[config.mk]
export PLATFORM = sky130hd
export DESIGN_NAME = send_nums_flat
export DESIGN_NICKNAME = d
export VERILOG_FILES = /design/src/rtl/send_nums_pkg.sv /design/src/rtl/send_nums_if.sv /design/src/rtl/send_nums_uart_tx.sv /design/src/rtl/send_nums.sv /design/src/flat_wrapper.sv
export SDC_FILE = /design/constraint.sdc
export NUM_CORES = 1
export LEC_CHECK = 0
export CORE_MARGIN = 1.5
export CORE_UTILIZATION = 42
export DETAILED_ROUTE_END_ITERATION = 10
export HOLD_SLACK_MARGIN = 0.08
export PLACE_DENSITY = 0.7
export SLEW_MARGIN = 30
export SYNTH_ARGS = -nofsm -noshare
export SYNTH_HDL_FRONTEND = slang
export SYNTH_HIERARCHICAL = 1
export SYNTH_SLANG_ARGS = --single-unit
[constraint.sdc]
create_clock -name clk -period 3.9 [get_ports clk]
set_clock_uncertainty 0.1 [all_clocks]
set_input_delay 0.585 -clock clk [delete_from_list [all_inputs] [get_ports clk]]
set_output_delay 0.585 -clock clk [all_outputs]
set_load 0.005 [all_outputs]
[src/rtl/send_nums_pkg.sv]
`default_nettype none
// ============================================================================
//  Module      : send_nums_pkg
//  Description : Shared UART frame constants and state encodings for the
//                dual-line operand transmitter and its serial peers.
//  Revision    : 1.0 - initial release
// ============================================================================
package send_nums_pkg;

    // Serial frame shape: one start bit, eight data bits LSB first, one stop bit
    localparam logic c_START_BIT = 1'b0;
    localparam logic c_STOP_BIT  = 1'b1;
    localparam int   c_DATA_BITS = 8;

    // Per-line transmitter states
    typedef logic [1:0] tx_state_t;
    localparam tx_state_t c_TX_IDLE  = 2'd0;
    localparam tx_state_t c_TX_START = 2'd1;
    localparam tx_state_t c_TX_DATA  = 2'd2;
    localparam tx_state_t c_TX_STOP  = 2'd3;

    // Frame-pair sequencer states
    typedef logic [1:0] top_state_t;
    localparam top_state_t c_TOP_IDLE = 2'd0;
    localparam top_state_t c_TOP_SEND = 2'd1;
    localparam top_state_t c_TOP_GAP  = 2'd2;

endpackage
`default_nettype wire

[src/rtl/send_nums_if.sv]
`default_nettype none
// ============================================================================
//  Module      : send_nums_if
//  Description : Operand load / send controls and the two UART lines with
//                their status flags, bundled for the send_nums block.
//  Revision    : 1.0 - initial release
// ============================================================================
interface send_nums_if;
    logic [7:0] sw;
    logic       load_a;
    logic       load_b;
    logic       send;
    logic       auto_en;
    logic       serial1;
    logic       serial2;
    logic       busy;
    logic       done;

    modport master (
        output sw, load_a, load_b, send, auto_en,
        input  serial1, serial2, busy, done
    );

    modport slave (
        input  sw, load_a, load_b, send, auto_en,
        output serial1, serial2, busy, done
    );
endinterface
`default_nettype wire

[src/rtl/send_nums_uart_tx.sv]
`default_nettype none
// ============================================================================
//  Module      : uart_tx
//  Description : 8N1 UART transmitter. Latches data on start, drives a
//                registered line and flags the final cycle of the stop bit.
//  Revision    : 1.0 - initial release
// ============================================================================
module uart_tx #(
    parameter int CLKS_PER_BIT = 5208
) (
    input  wire logic       clk,
    input  wire logic       rst,
    input  wire logic       start,
    input  wire logic [7:0] data,
    output logic            tx,
    output logic            tx_done
);
    import send_nums_pkg::*;

    localparam int              c_CNT_W    = (CLKS_PER_BIT > 1) ? $clog2(CLKS_PER_BIT) : 1;
    localparam logic [c_CNT_W-1:0] c_CNT_LAST = c_CNT_W'(CLKS_PER_BIT - 1);
    localparam logic [2:0]      c_IDX_LAST = 3'(c_DATA_BITS - 1);

    tx_state_t          r_state, w_state_nx;
    logic [c_CNT_W-1:0] r_cnt, w_cnt_nx;
    logic [2:0]         r_idx, w_idx_nx;
    logic [7:0]         r_shift, w_shift_nx;
    logic               r_tx, w_tx_nx;
    logic               w_bit_end;

    // State and datapath registers; the line is registered so it never glitches
    always_ff @(posedge clk) begin
        if (rst) begin
            r_state <= c_TX_IDLE;
            r_cnt   <= '0;
            r_idx   <= '0;
            r_shift <= '0;
            r_tx    <= c_STOP_BIT;
        end else begin
            r_state <= w_state_nx;
            r_cnt   <= w_cnt_nx;
            r_idx   <= w_idx_nx;
            r_shift <= w_shift_nx;
            r_tx    <= w_tx_nx;
        end
    end

    // Next-state logic: the next line level is chosen together with the state so
    // each bit boundary moves straight to the following bit with no idle cycle
    always_comb begin
        w_state_nx = r_state;
        w_cnt_nx   = r_cnt;
        w_idx_nx   = r_idx;
        w_shift_nx = r_shift;
        w_tx_nx    = r_tx;
        tx_done    = 1'b0;
        w_bit_end  = (r_cnt == c_CNT_LAST);
        case (r_state)
            c_TX_IDLE: begin
                w_tx_nx = c_STOP_BIT;
                if (start) begin
                    w_state_nx = c_TX_START;
                    w_cnt_nx   = '0;
                    w_shift_nx = data;
                    w_tx_nx    = c_START_BIT;
                end
            end
            c_TX_START: begin
                if (w_bit_end) begin
                    w_state_nx = c_TX_DATA;
                    w_cnt_nx   = '0;
                    w_idx_nx   = '0;
                    w_tx_nx    = r_shift[0];
                    w_shift_nx = r_shift >> 1;
                end else begin
                    w_cnt_nx = r_cnt + 1'b1;
                end
            end
            c_TX_DATA: begin
                if (w_bit_end) begin
                    w_cnt_nx = '0;
                    if (r_idx == c_IDX_LAST) begin
                        w_state_nx = c_TX_STOP;
                        w_tx_nx    = c_STOP_BIT;
                    end else begin
                        w_idx_nx   = r_idx + 1'b1;
                        w_tx_nx    = r_shift[0];
                        w_shift_nx = r_shift >> 1;
                    end
                end else begin
                    w_cnt_nx = r_cnt + 1'b1;
                end
            end
            c_TX_STOP: begin
                if (w_bit_end) begin
                    w_state_nx = c_TX_IDLE;
                    w_cnt_nx   = '0;
                    w_tx_nx    = c_STOP_BIT;
                    tx_done    = 1'b1;
                end else begin
                    w_cnt_nx = r_cnt + 1'b1;
                end
            end
            default: begin
                w_state_nx = c_TX_IDLE;
                w_tx_nx    = c_STOP_BIT;
            end
        endcase
    end

    assign tx = r_tx;

endmodule
`default_nettype wire

[src/rtl/send_nums.sv]
`default_nettype none
// ============================================================================
//  Module      : send_nums
//  Description : Holds two switch-loaded operands and transmits them as a
//                lockstep pair of UART frames, on demand or periodically.
//  Revision    : 1.0 - initial release
// ============================================================================
module send_nums #(
    parameter int CLKS_PER_BIT  = 5208,
    parameter int REPEAT_CYCLES = 2500000
) (
    input  wire logic  clk,
    input  wire logic  rst,
    send_nums_if.slave bus
);
    import send_nums_pkg::*;

    localparam int                 c_REP_W    = (REPEAT_CYCLES > 1) ? $clog2(REPEAT_CYCLES) : 1;
    localparam logic [c_REP_W-1:0] c_REP_LAST = c_REP_W'(REPEAT_CYCLES - 1);

    logic [7:0]         r_op_a, r_op_b;
    logic [c_REP_W-1:0] r_rep;
    top_state_t         r_state, w_state_nx;
    logic               w_go, w_busy, w_done;
    logic               w_tx1, w_tx2, w_txd1, w_txd2;

    // Operand capture; accepted in every state, the transmitters hold their own copy
    always_ff @(posedge clk) begin
        if (rst) begin
            r_op_a <= '0;
            r_op_b <= '0;
        end else begin
            if (bus.load_a) r_op_a <= bus.sw;
            if (bus.load_b) r_op_b <= bus.sw;
        end
    end

    // Repeat timer: runs only while idle with auto enabled, restarts after each pair
    always_ff @(posedge clk) begin
        if (rst || (r_state == c_TOP_GAP) || !bus.auto_en) begin
            r_rep <= '0;
        end else if ((r_state == c_TOP_IDLE) && (r_rep != c_REP_LAST)) begin
            r_rep <= r_rep + 1'b1;
        end
    end

    // Sequencer state register
    always_ff @(posedge clk) begin
        if (rst) r_state <= c_TOP_IDLE;
        else     r_state <= w_state_nx;
    end

    // Sequencer next state and status; a go pulse both leaves IDLE and makes both
    // transmitters latch the current operands, so a same-cycle load lands next frame
    always_comb begin
        w_state_nx = r_state;
        w_go       = 1'b0;
        w_busy     = 1'b0;
        w_done     = 1'b0;
        case (r_state)
            c_TOP_IDLE: begin
                w_go = bus.send || (bus.auto_en && (r_rep == c_REP_LAST));
                if (w_go) w_state_nx = c_TOP_SEND;
            end
            c_TOP_SEND: begin
                w_busy = 1'b1;
                if (w_txd1 && w_txd2) w_state_nx = c_TOP_GAP;
            end
            c_TOP_GAP: begin
                w_busy     = 1'b1;
                w_done     = 1'b1;
                w_state_nx = c_TOP_IDLE;
            end
            default: w_state_nx = c_TOP_IDLE;
        endcase
    end

    uart_tx #(.CLKS_PER_BIT(CLKS_PER_BIT)) u_tx_a (
        .clk     (clk),
        .rst     (rst),
        .start   (w_go),
        .data    (r_op_a),
        .tx      (w_tx1),
        .tx_done (w_txd1)
    );

    uart_tx #(.CLKS_PER_BIT(CLKS_PER_BIT)) u_tx_b (
        .clk     (clk),
        .rst     (rst),
        .start   (w_go),
        .data    (r_op_b),
        .tx      (w_tx2),
        .tx_done (w_txd2)
    );

    assign bus.serial1 = w_tx1;
    assign bus.serial2 = w_tx2;
    assign bus.busy    = w_busy;
    assign bus.done    = w_done;

endmodule
`default_nettype wire

[src/flat_wrapper.sv]
// flat-port wrapper written by rule: the top's interface ports become plain ports
module send_nums_flat import send_nums_pkg::*;
#(
    parameter int CLKS_PER_BIT  = 5208,
    parameter int REPEAT_CYCLES = 2500000
)
  (clk, rst, bus_sw, bus_load_a, bus_load_b, bus_send, bus_auto_en, bus_serial1, bus_serial2, bus_busy, bus_done);
  send_nums_if bus_i ();
  input  wire logic clk;
  input  wire logic rst;
  input wire logic [$bits(bus_i.sw)-1:0] bus_sw;
  input wire logic [$bits(bus_i.load_a)-1:0] bus_load_a;
  input wire logic [$bits(bus_i.load_b)-1:0] bus_load_b;
  input wire logic [$bits(bus_i.send)-1:0] bus_send;
  input wire logic [$bits(bus_i.auto_en)-1:0] bus_auto_en;
  output wire logic [$bits(bus_i.serial1)-1:0] bus_serial1;
  output wire logic [$bits(bus_i.serial2)-1:0] bus_serial2;
  output wire logic [$bits(bus_i.busy)-1:0] bus_busy;
  output wire logic [$bits(bus_i.done)-1:0] bus_done;
  assign bus_i.sw = bus_sw;
  assign bus_i.load_a = bus_load_a;
  assign bus_i.load_b = bus_load_b;
  assign bus_i.send = bus_send;
  assign bus_i.auto_en = bus_auto_en;
  assign bus_serial1 = bus_i.serial1;
  assign bus_serial2 = bus_i.serial2;
  assign bus_busy = bus_i.busy;
  assign bus_done = bus_i.done;
  send_nums #(.CLKS_PER_BIT(CLKS_PER_BIT), .REPEAT_CYCLES(REPEAT_CYCLES)) u_core (.clk(clk), .rst(rst), .bus(bus_i));
endmodule
==> Word-level counts from Yosys, hierarchy flattened <==
Cells that the tools add are included.
{ "totals": {"regBits": 94, "latchBits": 0, "ramBits": 0, "romBits": 0, "in_bits": 14, "out_inout_bits": 4, "wordCells": 128, "memories": 0} }
{ "classes": {"n_addsub": 5, "mul": 0, "n_div": 0, "n_lt_le_gt_ge": 0, "n_eq_ne": 28, "shifts": 0, "n_mux": 55, "bitwise": 0, "reduce_logical": 26} }
{ "op_table": {"columns": ["cell", "n"], "rows": [
  ["$mux 8", 8],
  ["$pmux 13 s2", 2],
  ["$pmux 8 s3", 2],
  ["$mux 13", 3],
  ["$add 13x1->13 const B", 2],
  ["$eq 13x13->1 const B", 2],
  ["$ne 2x2->1 const B", 12],
  ["$add 22x1->22 const B", 1],
  ["$eq 22x22->1 const B", 1],
  ["$mux 2", 11],
  ["$ne 22x22->1 const B", 1],
  ["$reduce_and 5->1", 4],
  ["$mux 3", 6],
  ["$mux 1", 16],
  ["$pmux 2 s4", 2],
  ["$pmux 3 s2", 2],
  ["$eq 2x2->1 const B", 5],
  ["$pmux 1 s4", 2],
  ["$reduce_and 4->1", 2],
  ["$add 3x1->3 const B", 2],
  ["$eq 2x1->1 const B", 3],
  ["$eq 3x3->1 const B", 2],
  ["$logic_not 2->1", 3],
  ["$reduce_and 3->1", 2],
  ["10 further kinds", 18]
]} }

==> Logic depth before layout (Yosys ltp) <==
Gate-level depths: netlist of the first run.
{ "depth": {"depth_word": 6, "mapped_depth": 12, "mapped_depth_nobuf": 10} }

==> Modules after synthesis <==
The synthesis of the first run kept the hierarchy.
{ "by_module_without_submodules": {"columns": ["module", "instances", "cells_each", "area_each_um2"], "rows": [
  ["send_nums", 1, 205, 1864.3],
  ["uart_tx (u_core.u_tx_b)", 1, 189, 1605.3],
  ["uart_tx (u_core.u_tx_a)", 1, 170, 1554.0]
]} }

==> Least setup slack after synthesis of the first run <==
OpenSTA, ideal clock, no wires.
{ "synth_path": {"kind": "register -> register", "from": "register u_core.r_rep[19]", "to": "register u_core.u_tx_a.r_shift[7]", "setup_ns": 0.116, "arrival_ns": 2.914, "t_required_ns": 3.684, "slack_ns": 0.769, "stages_incl_launch_ff": 11, "n_path_buf": 1, "period_less_slack_ns": 3.131, "path_cell_list": "dfxtp_1 > or4b_4 > nor4_2 > and2_1 > a21oi_1 > nor2b_1 > nor2b_1 > a211oi_2 > clkbuf_1 > a21oi_1 > a31o_2"} }
{ "synth_via": {"elab_chain_len": 6} }
{ "synth_lines": {"columns": ["element", "line_no", "source"], "rows": [
  ["from (decl)", "send_nums.sv:22", "logic [c_REP_W-1:0] r_rep;"],
  ["from (signal assigned)", "send_nums.sv:43", "r_rep <= r_rep + 1'b1;"],
  ["$eq 22x22->1", "send_nums.sv:62", "w_go = bus.send || (bus.auto_en && (r_rep == c_REP_LAST));"],
  ["$logic_and 1x1->1", "send_nums.sv:62", null],
  ["$logic_or 1x1->1", "send_nums.sv:62", null],
  ["$mux 1", "send_nums.sv:60", "case (r_state)"],
  ["net u_core.w_go", "send_nums.sv:24", "logic w_go, w_busy, w_done;"],
  ["$ne 2x2->1 (no source line)", null, null],
  ["$reduce_and 5->1 (no source line)", null, null],
  ["to (signal assigned)", "send_nums_uart_tx.sv:43", "r_shift <= w_shift_nx;"],
  ["to (decl)", "send_nums_uart_tx.sv:27", "logic [7:0] r_shift, w_shift_nx;"]
]} }
The timed path passes the listed nets, and every way through them passes these cells.
A chain may end at the register's enable or synchronous reset.

==> Worst setup path after layout of the first run <==
{ "layout_path": {"from": "register u_core.r_rep[19]", "to": "register u_core.u_tx_b.r_shift[7]"} }
{ "layout_via": {"elab_chain_len": 6} }
{ "layout_lines": {"columns": ["element", "line_no"], "rows": [
  ["$eq 22x22->1", "send_nums.sv:62"],
  ["$logic_and 1x1->1", "send_nums.sv:62"],
  ["$logic_or 1x1->1", "send_nums.sv:62"],
  ["$mux 1", "send_nums.sv:60"],
  ["net u_core.w_go", "send_nums.sv:24"],
  ["$ne 2x1->1 (no source line)", null],
  ["$reduce_and 5->1 (no source line)", null],
  ["to (signal assigned)", "send_nums_uart_tx.sv:43"],
  ["to (decl)", "send_nums_uart_tx.sv:27"]
]} }
The timed path passes the listed nets, and every way through them passes these cells.

==> impl_metrics.csv, run 1 <==
group,metric,value,unit
status,run_status,"finished, final reports clean",
power_and_ir_drop,power.density_cell_area,551,nW/um2
sta,whs,0.370,ns
setup_path,crit_path_start_kind,"register",
clock_network,cts_setup_buffers,0,
sta,timing_hold_violations_final,0,
sta,totalNegativeSetupSlack,0,ns
synthesis,async_flop_share,0,%
place,gpl.final_weighted_congestion,0.825,
clock_network,tritoncts,"built",
global_route,grt_remaining_overflow,0,
drt,detailedRoute.firstPassIterationCount,5,
clock_network,clock_tree.htree_level_count,3,
floorplanning,die-area,12600,um2
setup_path,worst_path_arrival_time,3.65,ns
floorplanning,core_region_area,11600,um2
sta,setup-violations-final,0,
clock_network,clk_pin_slew,0.07,ns
finish,diodes,0,
synthesis,largest_cells_by_area_after_synthesis,"sky130_fd_sc_hd__dfxtp_1 (37%), sky130_fd_sc_hd__mux2i_1 (7.6%), sky130_fd_sc_hd__ha_1 (5.2%)",
drt,initialDrtViolationCount,273,
place,port_buffers,17,
worst_hold_path,hp-class,"register to register",
power_and_ir_drop,ir_drop,0.000263,V
synthesis,ys_warn_count,6,
drt,route.detailed.wl_per_inst,14.5,um
sta,max_freq,0.287,GHz
clock_network,clk-insertion-delay-late,0.34,ns
global_route,pin_count_of_the_biggest_net_entering_global_routing,37,
sta,finalMaxSlewViolations,0,
finish,ff_latch_area,1880,um2
clock_network,cts.root.buffer_cell,"sky130_fd_sc_hd__clkbuf_16",
clock_network,cts-resized-gates,0,
synthesis,yosysTopAreaCellShare,37.5,%
clock_network,max-clock-path-buffers,2,
synthesis,synth_area,5020,um2
setup_path,crit_type,"register to register",
drt,postRouteWirelength,10.3,mm
sta,timing.final.crit_period,3.48,ns
setup_path,timing.reg2reg.worst_path_depth,9,
flow_run,drv.max_cap_violation_count,0,
finish,flow.area_growth_from_synthesis,10.4,%
finish,multi_input_area,2950,um2
clock_network,post_cts_hold_buffer_count,0,
sta,final_min_period_over_clock_period,89.2,%
global_route,grt_antenna_before_repair,0,
clock_network,cts_num_sinks,94,
synthesis,ys_ff_latch,94,
worst_hold_path,min_delay_path_depth,2,
floorplanning,die-height,112,um
global_route,number_of_global_route_vias_before_repair,3794,
setup_path,path_max_fanout,16,
synthesis,ys_seq_area_share,37.5,%
drt,total_via_count_in_the_routed_design,4081,
setup_path,required,4.07,ns
finish,final_layout_size_suffix_gt1_share,9.14,%
place,placement.cell_area,5230,um2
floorplanning,rows,39,
synthesis,post_synth.cell_area_avg,8.91,um2
finish,final_nets,600,
synthesis,post-synth-top-count-cell,"sky130_fd_sc_hd__dfxtp_1",
power_and_ir_drop,p_leak,1.95,nW
finish,fin_area,5540,um2
synthesis,synth_fp_nets,599,
finish,layout.filler_cells,1048,
drt,drcViolationCount,0,
floorplanning,num_io_pins,18,
sta,timing_worst_slew_pin_value,0.763,ns
synthesis,post_synth_num_cell_types,77,
setup_path,worst_setup_path_end_kind,"register",
synthesis,synth_edf_count,0,
global_route,grt_pass1_wl,17.5,mm
floorplanning,die_x,112,um
floorplanning,starting_density_of_the_core,43.4,%
synthesis,yosysTopAreaCell,"sky130_fd_sc_hd__dfxtp_1",
synthesis,ys.flop_type,"sky130_fd_sc_hd__dfxtp_1",
drt,vias_per_cell,5.73,
drt,drt.antenna.violating_nets,0,
place,post-dp-hpwl,7.13,mm
sta,maxSlewHeadroom,49.0,%
synthesis,synth_commonest_cells,"sky130_fd_sc_hd__dfxtp_1 (94), sky130_fd_sc_hd__nor2_1 (49), sky130_fd_sc_hd__a21oi_1 (45)",
sta,grt_setup_unrepaired,"false",
clock_network,cts_made_buffers,9,
synthesis,post_synth_inst_count,564,
global_route,grt_util_all_layers,16.7,%
==> registers in the layout, summed over array words and instances (netlist names), 3 cells and up <==
signal                 flops
u_core/r_op_a              8
u_core/r_op_b              8
u_core/r_rep              22
u_core/u_tx_a/r_cnt       13
u_core/u_tx_a/r_idx        3
u_core/u_tx_a/r_shift      8
u_core/u_tx_b/r_cnt       13
u_core/u_tx_b/r_idx        3
u_core/u_tx_b/r_shift      8
==> critical path, cell delays in order (launching register included) <==
cell	delay, ns
sky130_fd_sc_hd__dfxtp_1	0.34
sky130_fd_sc_hd__or4b_4	0.55
sky130_fd_sc_hd__nor4_2	0.48
sky130_fd_sc_hd__and2_1	0.22
sky130_fd_sc_hd__a21oi_1	0.10
sky130_fd_sc_hd__nor2b_1	0.41
sky130_fd_sc_hd__nor2b_4	0.14
sky130_fd_sc_hd__a211o_1	0.41
sky130_fd_sc_hd__or4b_1	0.53
sky130_fd_sc_hd__a21oi_1	0.15
==> layout by cell type, fill, tap and decap left out, drive strengths merged, types with 9 or more instances in the layout <==
cell type      count
dfxtp             94
inv               14
xor2               9
a31oi             10
nand4             21
clkbuf            10
nand2b            12
or3               13
nor2b              9
o21ai             25
xnor2             10
nand3             26
a21oi             47
nor2              49
and3               9
nand2             36
ha                21
clkdlybuf4s50     16
mux2i             38
==> routing by layer <==
layer  track usage [%]  wire length [um]  vias up
li1                  -                 -     2069
met1              21.5              4960     1948
met2              27.8              4910       51
met3              2.92               269       13
met4              6.92               146        0
met5                 0                 0        -
==> cells by family after synthesis <==
family,after synthesis,synth area share [%]
flip-flops,94,37.5
AND/OR/NAND/NOR,233,27.2
buffers and inverters,41,3.89
multiplexers,38,7.57
adder cells (fa/ha/maj),21,5.23
AO/OA/AOI/OAI,118,15.4
XOR/XNOR,19,3.31
==> cell type report <==
class	count	area share, %
multi-input combinational	429	53.1
timing repair buffer	19	3.25
tap	143	3.23
sequential	94	33.9
clock inverter	5	1.49
clock buffer	10	4.13
inverter	12	0.812
==> report_power, final <==
group          internal, mW  leakage [nW]  switching (mW)  total [mW]
Combinational         0.411          1.03           0.576       0.987
Clock                 0.562         0.153           0.369       0.931
Sequential             1.06         0.764          0.0788        1.13
==> final timing paths <==
| kind | end | from | slack, ns |
|---|---|---|---|
| setup / recovery | u_core/u_tx_b/r_shift[7] | u_core/r_rep[19] | 0.42 |
| hold / removal | u_core/u_tx_b/r_idx[2] | u_core/u_tx_b/r_idx[2] | 0.37 |
| setup reg to reg | u_core/u_tx_b/r_shift[7] | u_core/r_rep[19] | 0.42 |
| hold reg to reg | u_core/u_tx_b/r_idx[2] | u_core/u_tx_b/r_idx[2] | 0.37 |
==> per-stage QoR <==
step	util (%)	power, mW	instances	setup WS (ns)
after floorplan	-	1.94	564	0.769
final	47.9	3.05	712	0.420
after global routing	47.9	3.23	712	0.246
after detailed placement	45.2	2.13	697	0.447
after CTS	47.9	3.07	712	0.434
after global placement	45.2	2.08	697	0.536
Note: power is estimated with default switching activity, not from simulation.
==> run 2: changes to the inputs <==
SKIP_LAST_GASP = 1   (was unset)
==> results of run 2 <==
Same layout as run 1: the final DEF is identical, and so are final timing and power.
==> run 3: changes to the inputs <==
clock period = 4.1 ns   (was 3.9 ns; I/O delays follow)
==> run 3 against run 2 <==
  * Non-clock buffer count stayed put
  * Count of clock-buffer cells in the layout is 1 lower
  * Clock power is 7.7% lower
  * Register-to-register slack better by 0.20 ns
  * Setup slack better by 0.20 ns
  * Via count is 1.2% higher
  * Worst hold slack worse by 0.012 ns
  * Sequential share of layout area hardly changed
  * First-iteration DRC count is 14% lower
  * Combinational power is 4.7% lower
  * Critical path depth stayed put
  * Sequential power is 4% lower
==> impl_metrics.csv, run 3 (synthesis results as in run 1) <==
group,metric,value,unit
finish,final_nets,600,
setup_path,crit_start,"u_core/r_rep[19]",
finish,ff_latch_area,1880,um2
drt,total_via_count_in_the_routed_design,4129,
setup_path,worst_path_arrival_time,3.65,ns
finish,most-common-layout-cells,"sky130_fd_sc_hd__dfxtp_1 (94), sky130_fd_sc_hd__nor2_1 (49), sky130_fd_sc_hd__a21oi_1 (45)",
power_and_ir_drop,share_clk_of_total_power,29.8,%
place,gpl.final_weighted_congestion,0.804,
floorplanning,die-area,12600,um2
sta,finalMaxSlewViolations,0,
clock_network,cts-resized-gates,0,
drt,drt.antenna.violating_nets,0,
setup_path,crit_type,"register to register",
setup_path,cpPeakStageDelay,0.57,ns
sta,final_min_period_over_clock_period,84.9,%
global_route,grt_antenna_before_repair,0,
setup_path,timing.critical_path.depth,9,
finish,diodes,0,
setup_path,worst_setup_path_end_kind,"register",
sta,timing_hold_violations_final,0,
finish,registers.top_by_ff_count,"u_core/r_rep",
clock_network,cts.root.buffer_cell,"sky130_fd_sc_hd__clkbuf_16",
place,pre_cts_ws,0.620,ns
worst_hold_path,min_delay_path_depth,2,
sta,max_freq,0.287,GHz
power_and_ir_drop,netSwitchingPower,1.00,mW
finish,multi_input_area,2950,um2
sta,final_critical_path_setup_slack,0.619,ns
drt,initialDrtViolationCount,235,
global_route,grt_pass1_wl,18.0,mm
place,placement.cell_area,5230,um2
finish,registers_with_the_most_flip_flops,"u_core/r_rep: 22 flops, u_core/u_tx_a/r_cnt: 13 flops, u_core/u_tx_b/r_cnt: 13 flops",
setup_path,cp_num_buf_inv,0,
floorplanning,die_x,112,um
finish,max_ffs_per_register,22,
setup_path,crit_family,"simple AND/OR/NAND/NOR gates",
drt,vias_per_cell,5.79,
drt,postRouteWirelength,10.4,mm
finish,fin_area,5540,um2
floorplanning,die-height,112,um
floorplanning,core_region_area,11600,um2
drt,route.detailed.wl_per_inst,14.6,um
drt,drcViolationCount,0,
sta,timing.final.crit_period,3.48,ns
clock_network,post_cts_hold_buffer_count,0,
worst_hold_path,min_from,"u_core/u_tx_b/r_idx[1]",
finish,flow.area_growth_from_synthesis,10.2,%
setup_path,path_common_cell,"sky130_fd_sc_hd__a21oi_1",
setup_path,reg2reg_from,"u_core/r_rep[19]",
place,place.detailed.instances,697,
finish,layout.filler_cells,1051,
sta,grt_setup_unrepaired,"false",
setup_path,crit_path_start_kind,"register",
clock_network,max-clock-path-buffers,2,
drt,detailedRoute.firstPassIterationCount,4,
power_and_ir_drop,p_leak,1.95,nW
sta,totalNegativeSetupSlack,0,ns
global_route,grt_util_all_layers,17.0,%
floorplanning,num_io_pins,18,
power_and_ir_drop,power_share_of_the_sequential_group,37.5,%
power_and_ir_drop,power_switching_share,34.8,%
clock_network,clock_tree.htree_level_count,3,
floorplanning,rows,39,
power_and_ir_drop,power_frac_comb,32.7,%
finish,mostFrequentLayoutCell,"sky130_fd_sc_hd__dfxtp_1",
power_and_ir_drop,ir_drop,0.000320,V
clock_network,cts_setup_buffers,0,
setup_path,cp_cell_sequence,"or4b_4, nor4_2, and2_1, a21oi_1, nor2b_1, nor2b_4, a211o_1, or4b_1, a21oi_1",
floorplanning,starting_density_of_the_core,43.4,%
worst_hold_path,hp-class,"register to register",
finish,final_layout_size_suffix_gt1_share,9.47,%
power_and_ir_drop,power.density_cell_area,520,nW/um2
global_route,grt_remaining_overflow,0,
clock_network,tritoncts,"built",
finish,post_layout_nonfiller_instances,713,
setup_path,path_max_fanout,16,
sta,maxSlewHeadroom,49.4,%
sta,timing_worst_slew_pin_value,0.757,ns
clock_network,cts_num_sinks,94,
global_route,pin_count_of_the_biggest_net_entering_global_routing,35,
flow_run,drv.max_cap_violation_count,0,
clock_network,clk-insertion-delay-late,0.34,ns
global_route,number_of_global_route_vias_before_repair,3903,
setup_path,required,4.27,ns
place,port_buffers,17,
clock_network,cts_made_buffers,9,
status,run_status,"finished, final reports clean",
sta,setup-violations-final,0,
power_and_ir_drop,power_internal,1.88,mW
place,post-dp-hpwl,7.24,mm
setup_path,timing.reg2reg.worst_path_depth,9,
clock_network,clk_pin_slew,0.07,ns
setup_path,critical_path.slowest_cell,"sky130_fd_sc_hd__or4b_4",
run 3: changes by cell type in the layout (fill, tap and decap cells not counted), sizes merged:
cell      previous run  this run
inv                 14        15
clkinvlp             0         1
bufinv               2         1
clkbuf              10         9
clkinv               1         2
run 3: per-layer routing:
metal  up-vias  wire length (um)  global-route usage (%)
met2        62              5040                    28.7
met1      1982              5020                    22.1
li1       2077                 -                       -
met4         0               104                    7.26
met5         -                 0                       0
met3         8               249                    2.11
run 3: area by class of cell:
cell class / count / area share, %
repair buffers: 19 / 3.25
clock buffers: 9 / 4.07
multi-input cells: 429 / 53.2
inverters: 12 / 0.813
flip-flops and latches: 94 / 34.0
well taps: 143 / 3.23
clock inverters: 7 / 1.45
run 3: worst paths after layout:
kind | slack [ns] | to
worst max-delay path | 0.62 | u_core/u_tx_b/r_shift[7]
worst min-delay path | 0.36 | u_core/u_tx_b/r_idx[1]
worst max register to register | 0.62 | u_core/u_tx_b/r_shift[7]
worst min register to register | 0.36 | u_core/u_tx_b/r_idx[1]
run 3: power groups by stage:
stage | sequential, mW | combinational (mW) | clock, mW
floorplan | 1.08 | 0.773 | 0
global placement | 1.09 | 0.888 | 0
detailed placement | 1.10 | 0.929 | 0
CTS | 1.08 | 0.936 | 0.872
global route | 1.09 | 1.04 | 0.919
finish | 1.08 | 0.941 | 0.859
run 3: per-stage QoR:
| step | total power, mW | hold WS (ns) | utilization (%) |
|---|---|---|---|
| final | 2.88 | 0.358 | 47.9 |
| after global routing | 3.05 | 0.399 | 47.9 |
| after CTS | 2.89 | 0.365 | 47.9 |
| after detailed placement | 2.03 | 0.356 | 45.2 |
| after global placement | 1.98 | 0.342 | 45.2 |
| after floorplan | 1.85 | 0.332 | - |
run 3: worst reg2reg max path, cell delays in order (launching register included):
cell,delay (ns)
sky130_fd_sc_hd__dfxtp_1,0.35
sky130_fd_sc_hd__or4b_4,0.57
sky130_fd_sc_hd__nor4_2,0.45
sky130_fd_sc_hd__and2_1,0.22
sky130_fd_sc_hd__a21oi_1,0.09
sky130_fd_sc_hd__nor2b_1,0.41
sky130_fd_sc_hd__nor2b_4,0.15
sky130_fd_sc_hd__a211o_1,0.41
sky130_fd_sc_hd__or4b_1,0.52
sky130_fd_sc_hd__a21oi_1,0.15
